`src/rtl/ram_arb_pkg.sv`:
```
// Shared types and constants for the RAM arbiter.
package ram_arb_pkg;

   localparam int RAM_ADDR_W = 4;
   localparam int RAM_DATA_W = 8;

   localparam logic PORT_CPU = 1'b0;
   localparam logic PORT_LDR = 1'b1;

   typedef enum logic [2:0] {
      ST_IDLE,
      ST_WR,
      ST_RD_ISSUE,
      ST_RD_CAPT,
      ST_RD_ACK
   } ram_arb_state_t;

endpackage

```
`src/rtl/ram_arb_pick.sv`:
```
// Combinational winner selection between the CPU and loader requests.
module ram_arb_pick
   import ram_arb_pkg::*;
(
   input  logic i_cpu_req,
   input  logic i_ldr_req,
   input  logic i_pref,
   output logic o_valid,
   output logic o_port
);

   // On a collision the preferred port wins; a lone request always wins.
   always_comb begin
      o_valid = i_cpu_req | i_ldr_req;
      if (i_cpu_req && i_ldr_req) begin
         o_port = i_pref;
      end else if (i_ldr_req) begin
         o_port = PORT_LDR;
      end else begin
         o_port = PORT_CPU;
      end
   end

endmodule

```
`src/rtl/ram_arbiter.sv`:
```
// Shares the registered-read program/data RAM between the CPU and loader ports.
// Build option RAM_ARB_RR_EN: round-robin arbitration; undefined gives fixed loader priority.
//
// state       | meaning
// ------------+-----------------------------------------------------------
// ST_IDLE     | arbitrate; latch winner's addr/wdata and owner
// ST_WR       | ram_we strobe, owner ack
// ST_RD_ISSUE | ram_oe, RAM registers the addressed word at end of cycle
// ST_RD_CAPT  | ram_oe held, ram_rdata valid and captured into r_rdata_q
// ST_RD_ACK   | owner ack, rdata outputs show the captured word
module ram_arbiter
   import ram_arb_pkg::*;
#(
   parameter int ADDR_W = RAM_ADDR_W,
   parameter int DATA_W = RAM_DATA_W
) (
   input  logic              clk,
   input  logic              rst_n,
   input  logic              cpu_req,
   input  logic              cpu_we,
   input  logic [ADDR_W-1:0] cpu_addr,
   input  logic [DATA_W-1:0] cpu_wdata,
   output logic              cpu_ack,
   output logic [DATA_W-1:0] cpu_rdata,
   input  logic              ldr_req,
   input  logic              ldr_we,
   input  logic [ADDR_W-1:0] ldr_addr,
   input  logic [DATA_W-1:0] ldr_wdata,
   output logic              ldr_ack,
   output logic [DATA_W-1:0] ldr_rdata,
   output logic              ram_we,
   output logic              ram_oe,
   output logic [ADDR_W-1:0] ram_addr,
   output logic [DATA_W-1:0] ram_wdata,
   input  logic [DATA_W-1:0] ram_rdata,
   output logic              busy
);

   ram_arb_state_t    r_state;
   ram_arb_state_t    w_next;
   logic              w_pref;
   logic              w_gnt_valid;
   logic              w_gnt_port;
   logic              w_gnt_we;
   logic [ADDR_W-1:0] w_gnt_addr;
   logic [DATA_W-1:0] w_gnt_wdata;
   logic [ADDR_W-1:0] r_addr;
   logic [DATA_W-1:0] r_wdata;
   logic [DATA_W-1:0] r_rdata_q;
   logic              r_owner;
   logic              w_ack;

`ifdef RAM_ARB_RR_EN
   logic              r_ptr;
   assign w_pref = r_ptr;
`else
   assign w_pref = PORT_LDR;
`endif

   ram_arb_pick u_pick (
      .i_cpu_req (cpu_req),
      .i_ldr_req (ldr_req),
      .i_pref    (w_pref),
      .o_valid   (w_gnt_valid),
      .o_port    (w_gnt_port)
   );

   assign w_gnt_we    = (w_gnt_port == PORT_LDR) ? ldr_we    : cpu_we;
   assign w_gnt_addr  = (w_gnt_port == PORT_LDR) ? ldr_addr  : cpu_addr;
   assign w_gnt_wdata = (w_gnt_port == PORT_LDR) ? ldr_wdata : cpu_wdata;

   always_ff @(posedge clk or negedge rst_n) begin
      if (!rst_n) begin
         r_state <= ST_IDLE;
      end else begin
         r_state <= w_next;
      end
   end

   always_comb begin
      w_next = r_state;
      case (r_state)
         ST_IDLE: begin
            if (w_gnt_valid) begin
               w_next = w_gnt_we ? ST_WR : ST_RD_ISSUE;
            end
         end
         ST_WR:       w_next = ST_IDLE;
         ST_RD_ISSUE: w_next = ST_RD_CAPT;
         ST_RD_CAPT:  w_next = ST_RD_ACK;
         ST_RD_ACK:   w_next = ST_IDLE;
         default:     w_next = ST_IDLE;
      endcase
   end

   always_ff @(posedge clk or negedge rst_n) begin
      if (!rst_n) begin
         r_addr    <= '0;
         r_wdata   <= '0;
         r_rdata_q <= '0;
         r_owner   <= PORT_LDR;
`ifdef RAM_ARB_RR_EN
         r_ptr     <= PORT_CPU;
`endif
      end else begin
         if (r_state == ST_IDLE && w_gnt_valid) begin
            r_addr  <= w_gnt_addr;
            r_wdata <= w_gnt_wdata;
            r_owner <= w_gnt_port;
`ifdef RAM_ARB_RR_EN
            r_ptr   <= ~w_gnt_port;
`endif
         end
         if (r_state == ST_RD_CAPT) begin
            r_rdata_q <= ram_rdata;
         end
      end
   end

   // ram_rdata is only driven while ram_oe is high, so it is sampled in RD_CAPT alone.
   always_comb begin
      ram_we    = 1'b0;
      ram_oe    = 1'b0;
      ram_addr  = '0;
      ram_wdata = '0;
      w_ack     = 1'b0;
      busy      = (r_state != ST_IDLE);
      case (r_state)
         ST_WR: begin
            ram_we    = 1'b1;
            ram_addr  = r_addr;
            ram_wdata = r_wdata;
            w_ack     = 1'b1;
         end
         ST_RD_ISSUE, ST_RD_CAPT: begin
            ram_oe   = 1'b1;
            ram_addr = r_addr;
         end
         ST_RD_ACK: w_ack = 1'b1;
         default: ;
      endcase
   end

   assign cpu_ack   = w_ack & (r_owner == PORT_CPU);
   assign ldr_ack   = w_ack & (r_owner == PORT_LDR);
   assign cpu_rdata = r_rdata_q;
   assign ldr_rdata = r_rdata_q;

endmodule

```
`config.mk`:
```
export PLATFORM = sky130hd
export DESIGN_NAME = ram_arbiter
export DESIGN_NICKNAME = d
export VERILOG_FILES = /design/src/rtl/ram_arb_pkg.sv /design/src/rtl/ram_arb_pick.sv /design/src/rtl/ram_arbiter.sv
export SDC_FILE = /design/constraint.sdc
export NUM_CORES = 1
export LEC_CHECK = 0
export BUFFER_PORTS_ARGS = -buffer_cell sky130_fd_sc_hd__buf_2
export CORE_AREA = 2 2 61 63
export DETAILED_ROUTE_END_ITERATION = 6
export DIE_AREA = 0 0 63 65
export PLACE_DENSITY = 0.81
export SYNTH_ARGS = -nofsm -noshare
export SYNTH_HDL_FRONTEND = slang
export SYNTH_SLANG_ARGS = --single-unit
```
`constraint.sdc`:
```
create_clock -name clk -period 1.5 [get_ports clk]
set_input_delay 0.3 -clock clk [delete_from_list [all_inputs] [get_ports clk]]
set_output_delay 0.3 -clock clk [all_outputs]
set_load 0.03 [all_outputs]
```
* Word-level counts from Yosys, hierarchy flattened *
Cells that the tools add are included.

storage, ports and cells
  input port bits = 38
  register bits = 24

cells by class
  muxes and demuxes = 13
  bitwise gates (word level) = 4
  equality and inequality tests = 5
  reductions and logical operators = 7

operator list
  kind                                                              number
  8-bit two-way mux                                                 2
  3-bit case mux with 3 select lines                                1
  4-bit two-way mux                                                 2
  3-bit by 2-bit == test with 1-bit output (second input constant)  2
  1-bit two-way mux                                                 6
  2-bit OR reduction                                                2
  3-bit by 1-bit == test with 1-bit output (second input constant)  1
  3-bit == test (second input constant)                             1
  3-bit logical NOT                                                 1
  3-bit two-way mux                                                 1
  3-bit nonzero test                                                1
  3-bit OR reduction                                                1
  1-bit AND                                                         2
  1-bit logical AND                                                 2
  2-bit two-way mux                                                 1
  2-bit != test (second input constant)                             1
  1-bit inverter                                                    1
  1-bit bitwise OR                                                  1

* Depth between registers and ports, before layout *
  depth in word-level cells = 6
  depth in mapped cells = 6
  depth with buffers taken out = 4

* By module *
Synthesis repeated with hierarchy kept, for this count alone.

second synthesis, totals
  cells, all modules = 103
  area total of the unflattened synthesis = 1,347.5 µm²

by module, submodules not included
  module        area an instance (µm²)  times used  cells each
  ram_arbiter   1,330.0                 1           100
  ram_arb_pick  17.5                    1           3

* Worst setup path after synthesis *
OpenSTA, ideal clock, no wires.

  path kind = register -> output
  start point = register r_state[2]
  end point = output ram_wdata[0]
  stages on the path, launching flop included = 4
  slack = -0.732 ns
  required time = 1.200 ns
  buffers on the path = 1
  data arrival time = 1.932 ns
  path through = dfrtp_1 > buf_2 > nor3b_1 > and2_1

on the way
  cells in the longest elaborated chain, start to end = 2

RTL lines
  item                                      line                text
  start: declaration                        ram_arbiter.sv:39   ram_arb_state_t r_state;
  start signal: assignment                  ram_arbiter.sv:76   r_state <= w_next;
  3-bit by 1-bit == test with 1-bit output  ram_arbiter.sv:128  case (r_state)
  8-bit two-way mux                         ram_arbiter.sv:128
  end: declaration                          ram_arbiter.sv:34   output logic [DATA_W-1:0] ram_wdata,

No other way between the ends.

* Worst setup path in the final report *
  start point = register r_state[0]
  end point = output ldr_ack

on the way
  cells in the longest elaborated chain, start to end = 4

RTL lines
  item                                                                              line                text
  3-bit == test / 3-bit by 1-bit == test with 1-bit output (equally long branches)  ram_arbiter.sv:128
  2-bit OR reduction (no line) (*)                                                  -
  1-bit two-way mux (*)                                                             ram_arbiter.sv:128
  1-bit AND (*)                                                                     ram_arbiter.sv:145  assign ldr_ack = w_ack & (r_owner == PORT_LDR);
  end: declaration                                                                  ram_arbiter.sv:29   output logic ldr_ack,

Every way passes the cells marked *; elsewhere a longest branch is shown, timed or not.

==> metrics <==
Final Worst Setup Slack=-0.244 ns; Tmin final=1.74 ns; port bufs=70; Initial Utilization=0.382; global-route wire length before repair=5110 µm; routed length per instance=14.1 µm; Leak=0.996 nW; Worst Hold Class=in2reg; Power, Total=4.93 mW; simple-gate portion of the synthesized area=0.126; Netlist cell types=24; Synth Instances=104; routed wl met3=85 µm; Final HPWL DP=2240 µm; Synth Register Bits=24; DR iter-0 viols=10; Fin Hold WS=0.211 ns; Worst Path Required=1.20 ns; Power Density=2450 mW/mm²; area taken by multi-input logic gates=687 µm²; Yosys top cell by area=dfrtp_1; Slew headroom=0.642; layout cell share with drive strength beyond 1=0.794; GRT overflow=0; top routing layer used=met4; Core Footprint=0.00350 mm²; final worst path period share=1.16; pin count of the biggest net entering global routing=25; Synth area leaders=dfrtp_1 43%, mux2_2 19%, mux2_4 11%, and2_1 5.6%, buf_4 4.5%; Antenna Diode Count=0; top_reg_cell synth=dfrtp_1; root buffer cell=clkbuf_4; die height=65 µm; Max H-tree Level=1; clock slew at reported path FFs=0.13 ns; Rows=22; Worst Path Arrival=1.44 ns; number of flops mapped to enable cells by yosys=0; drt pass-1 iters=5; largest family of logic cells by synthesized area=multiplexers; endpoints failing hold=0; status=complete, but fails checks; Synth Area in Adders=0; Layout area overhead=51.1%; post-synthesis mux area share=0.298; Longest Clk Path Bufs=2; Mapped Area=0.00134 mm²; gp weighted congestion=0.749; CTS tree=built; final setup vio count=37; IO Pins=71; maximum vdd drop=0.962 mV; vias in the first global route=1118; XOR/XNOR share of the synthesized area=0.00656; final slew viol count=0; Fillers=316; Final #Nets=219; yosys synthesis warning count=0; via count=1072; clock skew=0.00427 ns; Seq/Total Area, Yosys=0.451; Residual DRC=0; routed wl met2=1770 µm; Critical Path Fanout Max=6; Vias/cell=4.70; Least-Margin Pin Slew=0.537 ns; CTS buffer count=3; count leader, synth=dfrtp_1; Max-cap violations=0; initial antenna violation count=0; type of the worst setup path=reg2out; asr flop ratio synth=1.00; Compound-Gate Fraction of Synth Area=0.0225; fraction of post-synthesis cell area in the top cell type by area=0.431; f_max=0.573 GHz; Synth Area per Inst=12.8 µm²; RSZ-0062 raised after global routing=yes; clock latency on the worst-skew pair=0.31 ns; antenna-violating nets left=0; drt total wl=3230 µm; Net Count, Synth=142; DIE AREA=0.00410 mm²; CTS Sinks=24; Worst Setup End Kind=output pin; Die Wd=63 µm; met1 WL=1270 µm; violated checks=setup timing; top post-synthesis cells by count=23 x dfrtp_1, 22 x mux2_2, 12 x and2_1; GRT Total Usage=0.159; Storage cell area=606 µm²; crit path launch type=flip-flop
## final cells by class
cell class                 instances  share of cell area
tap                               48              0.0298
clock buffer                       4              0.0180
sequential                        24               0.300
inverter                           3             0.00682
multi-input combinational         64               0.341
timing repair buffer              85               0.305
## power by group
group          internal, mW  total [mW]  switching [mW]  leakage, nW
Clock                 0.148       0.339           0.191       0.0210
Sequential            0.993        1.27           0.273        0.279
Combinational          1.64        3.33            1.68        0.696
Total                  2.79        4.93            2.15        0.996
## state kept, by name (all words and copies together) (netlist names)
register   flops
r_state        3
r_addr         4
r_wdata        8
r_owner        1
cpu_rdata      8
## through the flow
stage	util	cells	setup WS [ns]	setup TNS, ns	instance area (µm²)
6_report	0.577	228	-0.244	-6.30	2020
5_1_grt	0.577	228	-0.329	-8.49	2020
4_1_cts	0.558	226	-0.238	-5.99	1950
3_5_place_dp	0.497	215	-0.0306	-0.0578	1740
3_3_place_gp	0.497	215	0.0131	0	1740
2_1_floorplan	-	104	-0.118	-0.939	1380
## layer usage
layer  global-route usage  up-vias
li1                     -      504
met1                0.188      528
met5                    0        -
met2                0.282       30
met3               0.0122       10
met4               0.0944        0
## worst max-delay path, stage by stage, from the launching register on
cell	delay, ns
dfrtp_2	0.48
buf_4	0.17
xnor2_2	0.14
nor3b_2	0.16
buf_4	0.18
## placed cells by master (no fill, tap or decap), drive strengths merged, types with 2 or more instances in the layout
cell	n
clkbuf	5
dfrtp	23
nor3	3
inv	3
nor3b	3
nor2	5
buf	83
and2	12
mux2	32
nand3b	2
## kinds of logic after synthesis
family | after synthesis
AO/OA/AOI/OAI | 4
XOR/XNOR | 1
AND/OR/NAND/NOR | 26
flip-flops | 24
buffers and inverters | 17
multiplexers | 32
## repair_timing
| action | 4_1_cts | 5_1_grt |
|---|---|---|
| endpoints found under the setup margin | 29 | 37 |
| resized for setup | 37 | 14 |
| pin swaps | 4 | 10 |
| buffers inserted | 5 | 1 |
| hold endpoints to repair | 23 | 0 |
| cloned | 1 | 1 |
| hold buffers | 1 | 0 |
## final timing paths
kind	end	slack, ns	depth (start not counted)	from
min	cpu_rdata[6]	0.21	2	ram_rdata[6]
min in group asynchronous	r_wdata[7]	0.52	2	rst_n
min reg2reg	r_wdata[0]	0.52	1	r_wdata[0]
max in group asynchronous	r_state[1]	0.59	2	rst_n
max	ldr_ack	-0.24	4	r_state[0]
max reg2reg	r_wdata[1]	-0.19	6	r_state[0]
Power figures use the tool's default switching activity.
